## src/rtl/fp16mul_if.sv

```systemverilog
// Operand/result bus of the fp16 multiplier.
// No ready: the device accepts i_a/i_b every cycle i_valid is 1; o_valid marks a new o_res.
interface fp16mul_if;
   logic        i_valid;
   logic [15:0] i_a;
   logic [15:0] i_b;
   logic        o_valid;
   logic [15:0] o_res;

   modport master (output i_valid, output i_a, output i_b, input o_valid, input o_res);
   modport slave  (input i_valid, input i_a, input i_b, output o_valid, output o_res);
endinterface

```

## src/rtl/fp16mul.sv

```systemverilog
// IEEE-754 binary16 multiplier, denormals flushed to zero, NaN treated as inf.
// FP16MUL_PIPE_EN selects a 3-stage pipeline (latency 3); otherwise latency 1.
module fp16mul (
   input logic      clk,
   input logic      rst_n,
   fp16mul_if.slave io_bus
);

   typedef struct packed {
      logic              sign;
      logic              is_inf;
      logic              is_zero;
      logic [21:0]       prod;
      logic signed [6:0] exp;
   } mul_s1_t;

   function automatic mul_s1_t unpack_mul(input logic [15:0] a, input logic [15:0] b);
      mul_s1_t    r;
      logic [4:0] ea;
      logic [4:0] eb;
      ea        = a[14:10];
      eb        = b[14:10];
      r.sign    = a[15] ^ b[15];
      r.is_inf  = (ea == 5'h1F) || (eb == 5'h1F);
      r.is_zero = (ea == 5'h00) || (eb == 5'h00);
      r.prod    = {11'b0, 1'b1, a[9:0]} * {11'b0, 1'b1, b[9:0]};
      r.exp     = $signed({2'b00, ea}) + $signed({2'b00, eb}) - 7'sd15;
      return r;
   endfunction

   function automatic logic [15:0] round_pack(input mul_s1_t s);
      logic [10:0]       sig;
      logic              guard;
      logic              sticky;
      logic [11:0]       rnd;
      logic signed [6:0] e;
      logic [15:0]       res;
      e = s.exp;
      if (s.prod[21]) begin
         sig    = s.prod[21:11];
         guard  = s.prod[10];
         sticky = |s.prod[9:0];
         e      = e + 7'sd1;
      end else begin
         sig    = s.prod[20:10];
         guard  = s.prod[9];
         sticky = |s.prod[8:0];
      end
      // Round to nearest even; a carry-out renormalises to 1.0 of the next binade.
      rnd = {1'b0, sig} + {11'b0, guard & (sticky | sig[0])};
      if (rnd[11]) begin
         sig = rnd[11:1];
         e   = e + 7'sd1;
      end else begin
         sig = rnd[10:0];
      end
      if (s.is_inf)             res = {s.sign, 5'h1F, 10'h000};
      else if (s.is_zero)       res = {s.sign, 15'h0000};
      else if (e <= 7'sd0)      res = {s.sign, 15'h0000};
      else if (e >= 7'sd31)     res = {s.sign, 5'h1F, 10'h000};
      else                      res = {s.sign, e[4:0], sig[9:0]};
      return res;
   endfunction

   mul_s1_t     w_s1;
   logic [15:0] w_res;
   logic        r_o_valid;
   logic [15:0] r_o_res;

   assign w_s1           = unpack_mul(io_bus.i_a, io_bus.i_b);
   assign io_bus.o_valid = r_o_valid;
   assign io_bus.o_res   = r_o_res;

`ifdef FP16MUL_PIPE_EN
   mul_s1_t     r_s1;
   logic        r_v1;
   logic [15:0] r_s2;
   logic        r_v2;

   assign w_res = round_pack(r_s1);

   // Valid bits always advance; data registers load only behind a valid bit.
   always_ff @(posedge clk or negedge rst_n) begin
      if (!rst_n) begin
         r_v1      <= 1'b0;
         r_s1      <= '0;
         r_v2      <= 1'b0;
         r_s2      <= 16'h0000;
         r_o_valid <= 1'b0;
         r_o_res   <= 16'h0000;
      end else begin
         r_v1      <= io_bus.i_valid;
         r_v2      <= r_v1;
         r_o_valid <= r_v2;
         if (io_bus.i_valid) r_s1    <= w_s1;
         if (r_v1)           r_s2    <= w_res;
         if (r_v2)           r_o_res <= r_s2;
      end
   end
`else
   assign w_res = round_pack(w_s1);

   always_ff @(posedge clk or negedge rst_n) begin
      if (!rst_n) begin
         r_o_valid <= 1'b0;
         r_o_res   <= 16'h0000;
      end else begin
         r_o_valid <= io_bus.i_valid;
         if (io_bus.i_valid) r_o_res <= w_res;
      end
   end
`endif

endmodule

```

## src/flat_wrapper.sv

```systemverilog
// flat-port wrapper written by rule: the top's interface ports become plain ports
module fp16mul_flat 
  (clk, rst_n, io_bus_i_valid, io_bus_i_a, io_bus_i_b, io_bus_o_valid, io_bus_o_res);
  fp16mul_if io_bus_i ();
  input logic clk;
  input logic rst_n;
  input wire logic [$bits(io_bus_i.i_valid)-1:0] io_bus_i_valid;
  input wire logic [$bits(io_bus_i.i_a)-1:0] io_bus_i_a;
  input wire logic [$bits(io_bus_i.i_b)-1:0] io_bus_i_b;
  output wire logic [$bits(io_bus_i.o_valid)-1:0] io_bus_o_valid;
  output wire logic [$bits(io_bus_i.o_res)-1:0] io_bus_o_res;
  assign io_bus_i.i_valid = io_bus_i_valid;
  assign io_bus_i.i_a = io_bus_i_a;
  assign io_bus_i.i_b = io_bus_i_b;
  assign io_bus_o_valid = io_bus_i.o_valid;
  assign io_bus_o_res = io_bus_i.o_res;
  fp16mul u_core (.clk(clk), .rst_n(rst_n), .io_bus(io_bus_i));
endmodule
```

## config.mk

```make
export PLATFORM = sky130hd
export DESIGN_NAME = fp16mul_flat
export DESIGN_NICKNAME = d
export VERILOG_FILES = /design/src/rtl/fp16mul_if.sv /design/src/rtl/fp16mul.sv /design/src/flat_wrapper.sv
export SDC_FILE = /design/constraint.sdc
export NUM_CORES = 1
export LEC_CHECK = 0
export ABC_AREA = 0
export BUFFER_PORTS_ARGS = -buffer_cell sky130_fd_sc_hd__buf_2
export CORE_AREA = 4 4 130 82
export CTS_CLUSTER_DIAMETER = 60
export DETAILED_ROUTE_END_ITERATION = 8
export DIE_AREA = 0 0 134 86
export PLACE_DENSITY_LB_ADDON = 0.05
export SLEW_MARGIN = 10
export SYNTH_ARGS = -nofsm -noshare
export SYNTH_HDL_FRONTEND = slang
export SYNTH_SLANG_ARGS = --single-unit
```

## constraint.sdc

```tcl
create_clock -name clk -period 1.2 [get_ports clk]
set_input_delay 0.06 -clock clk [delete_from_list [all_inputs] [get_ports clk]]
set_output_delay 0.06 -clock clk [all_outputs]
set_load 0.02 [all_outputs]
```

==> results of run 1 <==
==> kinds of logic after synthesis <==
family	synth area share [%]
fa+ha+maj	40.1
xor+xnor	5.50
flops	6.87
compound gates	16.1
mux	0.505
simple gates	20.2
buf+inv	10.6
==> timing repair <==
action | CTS
cloned | 1
endpoints found under the hold margin | 17
setup buffers | 25
gates resized for setup | 119
pin swaps | 85
setup endpoints to repair | 15
hold buffers | 1
==> synthesized netlist by cell type (10+ instances only) <==
| cell type | number | area share [%] |
|---|---|---|
| inv_1 | 142 | 8.6 |
| fa_1 | 81 | 26 |
| nand2_1 | 79 | 4.8 |
| ha_1 | 69 | 14 |
| nor2_1 | 51 | 3.1 |
| and2_1 | 45 | 4.5 |
| a21oi_1 | 39 | 3.2 |
| xnor2_1 | 25 | 3.5 |
| o21ai_0 | 23 | 1.9 |
| clkbuf_1 | 22 | 1.3 |
| dfrtp_1 | 17 | 6.9 |
| nor3_1 | 17 | 1.4 |
| nand3_1 | 12 | 0.97 |
| xor2_1 | 12 | 1.7 |
| o211ai_1 | 10 | 1.2 |
==> through the flow <==
stage          cell area [µm²]  TNS, ps  hold WS (ps)  std cells  util (%)
2_1_floorplan             6600   -72910          -236        772         -
3_3_place_gp              7910   -77420         -11.4       1095      82.7
3_5_place_dp              7910   -80130          5.53       1095      82.7
4_1_cts                   8750   -71240           111       1125      91.5
==> routing by layer <==
layer	overflow	global-route usage, %
met3	10	71.6
met1	11	86.5
met2	711	129
met5	2	39.3
met4	246	108
==> results.py, run 1 <==
metrics = {
    "status": {
        "status": "did not finish",
        "stop_stage": "global routing (5_1_grt)",
        "error_line": "[ERROR GRT-0232] Routing congestion too high. Check the congestion heatmap in the GUI.",
    },
    "yosys": {
        "async_flop_share_pct": 100,
        "avgSynthCellArea_um2": 8.02,
        "synth_seq_area_share_pct": 6.87,
        "yosysWarnings": 0,
        "synth-main-ff-cell": "dfrtp_1",
        "synth_seq_cells": 17,
        "syn_inst": 772,
        "synth-edff-count": 0,
        "synth_area_um2": 6190,
        "syn_nets": 957,
        "ys_types": 74,
    },
    "global_route": {
        "grt_max_degree": 18,
        "grt-ovfl-total": 980,
        "gr-usage-all-layers_pct": 96.5,
    },
    "cts": {
        "numClockSinks": 17,
        "cts_max_level": 1,
        "cts_made_buffers": 3,
        "cts-root-buf": "clkbuf_16",
        "cts_max_path_buffers": 2,
    },
    "placement": {
        "dpl_worst_slack_ps": -5440,
        "dpl.hpwl_mm": 15.2,
        "place_congestion": 0.953,
        "port_buffers": 51,
    },
    "floorplanning": {
        "die_w_um": 134,
        "ioPinCount": 52,
        "die_h_um": 86,
        "start_util_pct": 64.7,
        "num_rows": 28,
    },
    "timing": {
        "worst-ep-kind": "register input",
        "grt-worst-endpoint": "u_core.io_bus.o_res[5]$_DFFE_PN0P_/D",
    },
}
==> run 2: changes to the inputs <==
Settings changed: CORE_AREA 4 4 130 82 to 4 4 130 132, CTS_CLUSTER_DIAMETER 60 to not set, DIE_AREA 0 0 134 86 to 0 0 134 136, PLACE_DENSITY_LB_ADDON 0.05 to 0.15.
==> results.py, run 2 <==
metrics = {
    "status": {
        "status": "complete, but fails checks",
        "violations": "negative setup slack",
    },
    "cts": {
        "cts-root-buf": "clkbuf_16",
        "cts_max_level": 1,
        "cts_max_path_buffers": 2,
        "cts_made_buffers": 3,
        "insertion_delay_ps": 250,
        "tritoncts": "done",
        "clk_pin_slew_ps": 50,
        "numClockSinks": 17,
    },
    "final_layout": {
        "drive_gt1_share_pct": 42.4,
        "ff_latch_area_um2": 425,
        "largest_reg_flops": 16,
        "area_delta_synth_final_pct": 54.8,
        "multiInputGateArea_um2": 5950,
        "layout_commonest_cell": "buf_4",
        "fillerInstances": 1311,
        "insertedDiodeCount": 0,
        "design_area_um2": 9590,
        "layout_common_cells": "214 x buf_4, 121 x inv_1, 76 x fa_1",
        "finalNetCount": 1216,
    },
    "worst_setup_path": {
        "endpoint_kind": "flip-flop",
        "cp-start-kind": "input pin",
        "path_cells": "buf_12 > and2_4 > fa_1 > fa_1 > fa_1 > fa_1 > ha_4 > ha_4 > a21oi_4 > o21ai_2 > a221o_1 > or2_1 > o211a_1 > buf_4 > o21ai_2 > ha_2 > inv_2 > or4b_4 > nor4_4 > a211oi_2 > or3_4 > buf_6 > o32ai_4",
        "crit_path_frequent_cell": "fa_1",
        "path_class": "input pin to flip-flop",
        "worst-path-max-fanout": 7,
        "cp_num_buf_inv": 4,
        "r2r_start": "u_core.io_bus.o_res[14]",
        "cp-startpoint": "io_bus_i_a[9]",
        "critical_path.top_delay_family": "adder cells",
        "critPathRequiredTime_ps": 1360,
        "cpMaxStageDelayCell": "fa_1",
        "crit_arrival_ps": 6130,
        "slowest_delay_ps": 570,
    },
    "yosys": {
        "synth.cells.most_frequent": "142 x inv_1, 81 x fa_1, 79 x nand2_1, 69 x ha_1, 51 x nor2_1",
        "synth_seq_area_share_pct": 6.87,
        "synth.most_common_cell": "inv_1",
        "syn_inst": 772,
        "avgSynthCellArea_um2": 8.02,
        "synth-main-ff-cell": "dfrtp_1",
        "yosysWarnings": 0,
        "post_synth_main_area_contributors": "fa_1 26%, ha_1 14%, inv_1 8.6%",
        "synth-edff-count": 0,
        "yosysTopAreaCell": "fa_1",
        "synth_seq_cells": 17,
        "async_flop_share_pct": 100,
        "ys_types": 74,
        "yosysTopAreaCellShare_pct": 26.2,
        "synth_area_um2": 6190,
        "syn_nets": 957,
    },
    "global_route": {
        "met1_usage_pct": 26.2,
        "grt_antenna_before_repair": 0,
        "grt-ovfl-total": 0,
        "grt_util_met3_pct": 1.48,
        "grt_max_degree": 20,
        "grt_pass1_vias": 6743,
        "grt_pass1_wl_mm": 30.4,
        "gr-usage-all-layers_pct": 19.8,
        "top_usage_layer": "met2",
        "met2_usage_pct": 36.8,
    },
    "drt": {
        "first_pass_iters": 4,
        "vias": 6263,
        "wl_per_cell_um": 14.2,
        "first_iter_violations": 262,
        "drtAntennaViolNets": 0,
        "drcViolationCount": 0,
        "routed_wl_mm": 17.7,
        "vias_per_cell": 5.03,
    },
    "timing": {
        "finalSetupViolCount": 15,
        "hold_violations": 0,
        "worst_slack_ps": -4770,
        "hold_slack_ps": 122,
        "min_period_ps": 5970,
        "fin_worst_skew_ps": 0,
        "rsz0062_at_grt": "true",
        "max_slew_margin_pct": 53.1,
        "max_freq_ghz": 0.167,
        "min_period_over_period_pct": 498,
        "worst_pin_slew_ps": 697,
        "slew_viol_final": 0,
    },
    "placement": {
        "placed_area_um2": 8050,
        "port_buffers": 51,
        "dpl.hpwl_mm": 14.0,
        "dpl_worst_slack_ps": -5340,
        "place_congestion": 0.875,
    },
    "floorplanning": {
        "core_um2": 15700,
        "die_h_um": 136,
        "ioPinCount": 52,
        "dieArea_um2": 18200,
        "die_w_um": 134,
        "start_util_pct": 39.4,
        "num_rows": 46,
    },
    "min_path": {
        "worstHoldPathType": "input pin to flip-flop",
        "min-delay-start": "io_bus_i_b[15]",
    },
    "flow_run": {
        "drv_cap": 0,
    },
}
==> run 2: cell counts after synthesis <==
No cell type changed its count.
==> run 2: cell type report <==
| class | count | share of cell area (%) |
|---|---|---|
| Timing Repair Buffer | 283 | 24.2 |
| Tap cell | 216 | 2.82 |
| Multi-Input combinational cell | 584 | 62.1 |
| Inverter | 142 | 5.66 |
| Sequential cell | 17 | 4.44 |
| Clock buffer | 4 | 0.822 |
==> run 2: metal layers <==
metal	vias up	wire [µm]
met5	-	0
met2	87	9050
li1	3064	-
met3	14	554
met4	0	121
met1	3098	7920
==> run 2: cells by family after synthesis <==
logic type,Yosys count,share of synthesized area (%)
and+or+nand+nor,250,20.2
buffers and inverters,172,10.6
adders and majority gates,150,40.1
AOI/OAI and AO/OA,142,16.1
xor gates and xnor gates,38,5.50
DFF,17,6.87
muxes,3,0.505
==> run 2: per-stage QoR <==
stage          std cells  util (%)  setup TNS (ps)
2_1_floorplan        772         -          -72910
3_3_place_gp        1180      51.2          -78080
3_5_place_dp        1180      51.2          -78910
4_1_cts             1237      59.4          -68760
5_1_grt             1246      61.0          -73800
6_report            1246      61.0          -69190
==> run 2: worst min-delay path: cells and delay by family <==
kind,cells,cell delay (ps)
XOR/XNOR,1,110
buffers and inverters,1,90
AO/OA/AOI/OAI,1,70
==> run 2: worst paths after layout <==
| check | end | slack [ps] | cells past startpoint |
|---|---|---|---|
| worst max-delay path | u_core.io_bus.o_res[8] | -4770 | 23 |
| worst min-delay path | u_core.io_bus.o_res[15] | 120 | 3 |
| min in group asynchronous | u_core.io_bus.o_res[14] | 280 | 2 |
| worst max register to register | u_core.io_bus.o_res[14] | 520 | 1 |
| worst min register to register | u_core.io_bus.o_res[14] | 510 | 1 |
| max in group asynchronous | u_core.io_bus.o_res[5] | 640 | 2 |
==> run 2: what timing repair did <==
| item | in CTS | in global routing |
|---|---|---|
| endpoints found under the setup margin | 15 | 15 |
| cloned | 1 | 1 |
| hold buffers | 1 | 0 |
| gates resized for setup | 168 | 40 |
| pin swaps | 72 | 44 |
| buffers inserted | 52 | 8 |
| hold endpoints to repair | 17 | 0 |
Power of run 2 is not shown: default switching activity piles up to over one toggle a cycle in this logic, so the estimate is an artifact.
